[src/rtl/mame_key_encoder.sv]
// Scans 16 arcade key inputs and emits PS/2-style key events, one per scan slot, with a fixed idle gap after each event.
// Optional per-key debounce is enabled by defining MAME_KEYENC_DEBOUNCE_EN.
module mame_key_encoder #(
  parameter int EVENT_GAP       = 4,
  parameter int DEBOUNCE_CYCLES = 8
) (
  input  logic        clk,
  input  logic        reset,
  input  logic [15:0] keys,
  output logic [10:0] ps2_key,
  output logic        event_strobe,
  output logic        busy
);

  typedef enum logic {S_SCAN, S_GAP} state_t;

  state_t      r_state;
  state_t      w_next_state;
  logic [3:0]  r_idx;
  logic [7:0]  r_gap_cnt;
  logic [15:0] r_reported;
  logic [15:0] w_filt;
  logic        w_hit;
  logic        w_emit;

  if (EVENT_GAP < 1 || EVENT_GAP > 255 || DEBOUNCE_CYCLES < 1) begin : g_bad_param
    $error("mame_key_encoder: EVENT_GAP must be 1..255 and DEBOUNCE_CYCLES >= 1");
  end

  function automatic logic [8:0] key_code(input logic [3:0] idx);
    case (idx)
      4'd0:    key_code = 9'h016;
      4'd1:    key_code = 9'h01E;
      4'd2:    key_code = 9'h02E;
      4'd3:    key_code = 9'h036;
      4'd4:    key_code = 9'h175;
      4'd5:    key_code = 9'h172;
      4'd6:    key_code = 9'h16B;
      4'd7:    key_code = 9'h174;
      4'd8:    key_code = 9'h014;
      4'd9:    key_code = 9'h011;
      4'd10:   key_code = 9'h029;
      4'd11:   key_code = 9'h012;
      4'd12:   key_code = 9'h04D;
      4'd13:   key_code = 9'h006;
      4'd14:   key_code = 9'h046;
      default: key_code = 9'h004;
    endcase
  endfunction

`ifdef MAME_KEYENC_DEBOUNCE_EN
  localparam int DB_W = $clog2(DEBOUNCE_CYCLES + 1);
  logic [DB_W-1:0] r_db_cnt [16];
  logic [15:0]     r_filt;

  // Counter tracks consecutive cycles the raw level disagrees with the filtered level.
  always_ff @(posedge clk or posedge reset) begin
    if (reset) begin
      r_filt <= '0;
      for (int i = 0; i < 16; i++) r_db_cnt[i] <= '0;
    end else begin
      for (int i = 0; i < 16; i++) begin
        if (keys[i] == r_filt[i]) begin
          r_db_cnt[i] <= '0;
        end else if (r_db_cnt[i] == DB_W'(DEBOUNCE_CYCLES - 1)) begin
          r_filt[i]   <= keys[i];
          r_db_cnt[i] <= '0;
        end else begin
          r_db_cnt[i] <= r_db_cnt[i] + 1'b1;
        end
      end
    end
  end

  assign w_filt = r_filt;
`else
  assign w_filt = keys;
`endif

  assign w_hit = (w_filt[r_idx] != r_reported[r_idx]);

  always_ff @(posedge clk or posedge reset) begin
    if (reset) r_state <= S_SCAN;
    else       r_state <= w_next_state;
  end

  always_comb begin
    w_next_state = r_state;
    case (r_state)
      S_SCAN:  if (w_hit) w_next_state = S_GAP;
      S_GAP:   if (r_gap_cnt == 8'd0) w_next_state = S_SCAN;
      default: w_next_state = S_SCAN;
    endcase
  end

  always_comb begin
    busy   = (r_state == S_GAP);
    w_emit = (r_state == S_SCAN) && w_hit;
  end

  always_ff @(posedge clk or posedge reset) begin
    if (reset) begin
      ps2_key      <= '0;
      event_strobe <= 1'b0;
      r_reported   <= '0;
      r_idx        <= '0;
      r_gap_cnt    <= '0;
    end else begin
      event_strobe <= w_emit;
      if (w_emit) begin
        ps2_key           <= {~ps2_key[10], w_filt[r_idx], key_code(r_idx)};
        r_reported[r_idx] <= w_filt[r_idx];
        r_gap_cnt         <= 8'(EVENT_GAP - 1);
      end else if (r_state == S_GAP && r_gap_cnt != 8'd0) begin
        r_gap_cnt <= r_gap_cnt - 8'd1;
      end
      if (r_state == S_SCAN) r_idx <= r_idx + 4'd1;
    end
  end

endmodule

[config.mk]
export PLATFORM = sky130hd
export DESIGN_NAME = mame_key_encoder
export DESIGN_NICKNAME = d
export VERILOG_FILES = /design/src/rtl/mame_key_encoder.sv
export SDC_FILE = /design/constraint.sdc
export NUM_CORES = 1
export LEC_CHECK = 0
export ABC_AREA = 1
export ABC_CLOCK_PERIOD_IN_PS = 5400
export BUFFER_PORTS_ARGS = -buffer_cell sky130_fd_sc_hd__buf_2
export CORE_MARGIN = 5
export CORE_UTILIZATION = 40
export CTS_CLUSTER_DIAMETER = 200
export DETAILED_ROUTE_END_ITERATION = 8
export PLACE_DENSITY = 0.58
export SYNTH_ARGS = -nofsm -noshare
export SYNTH_HDL_FRONTEND = slang
export SYNTH_SLANG_ARGS = --single-unit
[constraint.sdc]
create_clock -name clk -period 5.4 [get_ports clk]
set_input_delay 0.54 -clock clk [delete_from_list [all_inputs] [get_ports clk]]
set_output_delay 0.54 -clock clk [all_outputs]
set_load 0.005 [all_outputs]
==> impl_metrics.csv <==
group,metric,value,unit
floorplanning,start_util,41.26,%
placement,dp_hpwl,4.248,mm
critical_path,cp_max_fo,27,
global_routing,grt_util_all_layers,15.10,%
timing,fmax,364.3,MHz
routing,drt_pass1_iterations,4,
global_routing,grt_pass1_wl,10.38,mm
placement,place_area,0.002776,mm^2
critical_path,reg2reg_slack,2660,ps
clock_network,h-tree-depth,2,
logic_synthesis,ys_ff_latch,40,
floorplanning,coreArea,0.006386,mm^2
timing,fin_setup_tns,0,ps
critical_path,r2r-end,"ps2_key[10]$_DFFE_PP0P_",
layout,fillers,650,
clock_network,path_clk_slew,90,ps
logic_synthesis,syn_avg_cell_area,7.259,um^2
logic_synthesis,synth_nets,387,
global_routing,grt_max_degree,41,
clock_network,root_buffer,"clkbuf_8",
global_routing,grt_pass1_vias,2193,
routing,wire_per_inst,12.82,um
routing,drt-total-wl,5.934,mm
timing,worst_pin_slew,737.8,ps
timing,finalClockSkew,14.59,ps
floorplanning,die_area,0.008311,mm^2
critical_path,cp.arrival,2930,ps
critical_path,path_class,"reg2reg",
logic_synthesis,ys_types,31,
layout,drive_above_1_share,19.69,%
routing,viasPerCell,4.860,
logic_synthesis,synth.cell_area,0.002635,mm^2
critical_path,endpoint_kind,"flop",
clock_network,ctsHoldBuffers,0,
layout,utilization,45.28,%
logic_synthesis,ys_seq_area_share,37.99,%
timing,worst_hold_slack,347.9,ps
layout,layout_commonest_cell,"nand2_1",
timing,layout_worst_path_cycle_share,50.83,%
clock_network,cts_tree,"done",
layout,layout_common_cells,"nand2_1, inv_1, dfrtp_1",
placement,portBuffers,29,
timing,slew_violations,0,
critical_path,crit_path_end,"ps2_key[10]$_DFFE_PP0P_",
timing,rsz0062_at_grt,"false",
clock_network,cts_setup_buffers,0,
routing,ant_nets,0,
power_and_ir_drop,leakagePower,0.001600,uW
power_and_ir_drop,ir_drop,0.0002480,V
layout,fin_nets,409,
layout,diodes,0,
floorplanning,die_h,91.17,um
worst_hold_path,hp-class,"in2async",
floorplanning,design.portCount,31,
critical_path,crit_start,"r_idx[0]$_DFFE_PP0N_",
timing,finalCriticalPeriod,2745,ps
critical_path,start_kind,"flop",
logic_synthesis,syn_inst,363,
clock_network,cts_inserted_buffers,5,
timing,slew_headroom,50.81,%
clock_network,cts.sinks,40,
clock_network,ctsResizeCount,0,
placement,gp_congestion,0.8679,
power_and_ir_drop,power_density,646.4,mW/mm^2
job,cap_viol_max_count,0,
status,outcome,"complete, no violations",
global_routing,grt-ovfl-total,0,
clock_network,worst_skew_pair.late_latency,300,ps
routing,vias,2250,
floorplanning,row_count,29,
critical_path,r2r-start,"r_idx[0]$_DFFE_PP0N_",
critical_path,cp_data_required_time,5580,ps
routing,drc_errors,0,
global_routing,antenna_found_initial,0,
clock_network,cts_buffer_depth,2,
layout,fin_area,0.002892,mm^2
layout,syn_to_final_growth,9.734,%
timing,final-hold-violation-count,0,
routing,drtIter0Drc,184,
critical_path,r2r_cells,12,
floorplanning,die_w,91.17,um
logic_synthesis,yosysWarnings,0,
timing,setup_viol,0,
report_power, final:
part	switching [uW]	total [uW]	internal, uW
combinational	732	1070	335
clock	111	251	139
sequential	125	551	426
total	969	1870	900
area by class of cell:
cell class                 instances  area (um^2)  area share, %
clock inverter                     3        46.29          1.601
inverter                          71        266.5          9.217
timing repair buffer              30        152.6          5.279
clock buffer                       5        68.82          2.380
tap                               77        96.34          3.332
multi-input combinational        237         1260          43.57
sequential                        40         1001          34.62
worst min-delay path by stage:
stage	slack (ps)	end	cells after the start	start
floorplan	440	r_reported[0]$_DFFE_PP0P_	2	r_reported[0]$_DFFE_PP0P_
global placement	460	r_reported[12]$_DFFE_PP0P_	2	r_reported[12]$_DFFE_PP0P_
detailed placement	460	r_reported[9]$_DFFE_PP0P_	2	r_reported[9]$_DFFE_PP0P_
CTS	370	ps2_key[2]$_DFFE_PP0P_	3	reset
global route	400	ps2_key[2]$_DFFE_PP0P_	3	reset
finish	350	ps2_key[2]$_DFFE_PP0P_	3	reset
synthesized netlist by cell type:
cell	instances	area (um^2)
a2111o_1	1	11.26
buf_6	3	33.78
ha_1	6	75.07
nor2_4	1	11.26
nor3_1	4	20.02
nand4_1	27	168.9
inv_1	59	221.5
nand2_2	6	37.54
dfrtp_1	40	1001
o21ai_0	8	40.04
xnor2_1	1	8.760
o21ai_2	7	61.31
buf_4	3	22.52
nand3_1	23	115.1
xor2_1	4	35.03
o211ai_1	1	7.510
buf_1	1	3.750
nand3_4	1	17.52
a221oi_1	1	8.760
buf_2	5	25.02
inv_2	12	45.04
a21o_1	1	7.510
nand2_4	5	56.30
nand2_1	108	405.4
nor2_8	1	20.02
nor2_1	23	86.33
o22ai_1	2	12.51
conb_1	1	3.750
buf_8	1	15.01
clkbuf_1	2	7.510
nand3_2	5	50.05
layer usage:
layer	share of wire, %	routed length, um	vias to the layer above	GRT usage, %
met4	1.3	75	0	4.523
met2	47	2784	46	24.58
li1	-	-	1169	-
met3	4.8	287	8	3.223
met5	0	0	-	0
met1	47	2787	1027	20.12
kinds of logic after synthesis:
group           Yosys count  synth area share (%)
other cells               1                0.1423
fa+ha+maj                 6                 2.849
xor+xnor                  5                 1.662
compound gates           21                 5.651
simple gates            204                 37.51
flops                    40                 37.99
buf+inv                  86                 14.20
registers in the layout (all words and copies together), names as in the netlist:
register,flops
ps2_key,10
r_reported,16
r_idx,4
r_gap_cnt,8
busy,1
event_strobe,1
critical path, stage by stage, from the launching register on:
cell and delay, ps:
dfrtp_1 660, inv_2 390, nand2_1 100, nand3_1 80, nand2_1 60, nand2_1 50, nand2_1 90, nor2_4 340
nand2_4 220, nand3_4 360, inv_1 150, nand2_1 80, nand2_1 50
per-stage QoR:
step | setup slack, ps | power, uW | cells
floorplan | 3664 | 1431 | 363
global placement | 2793 | 1607 | 455
detailed placement | 2695 | 1631 | 455
CTS | 2669 | 1886 | 463
global route | 2336 | 2052 | 463
finish | 2655 | 1869 | 463
Power figures use the tool's default switching activity.
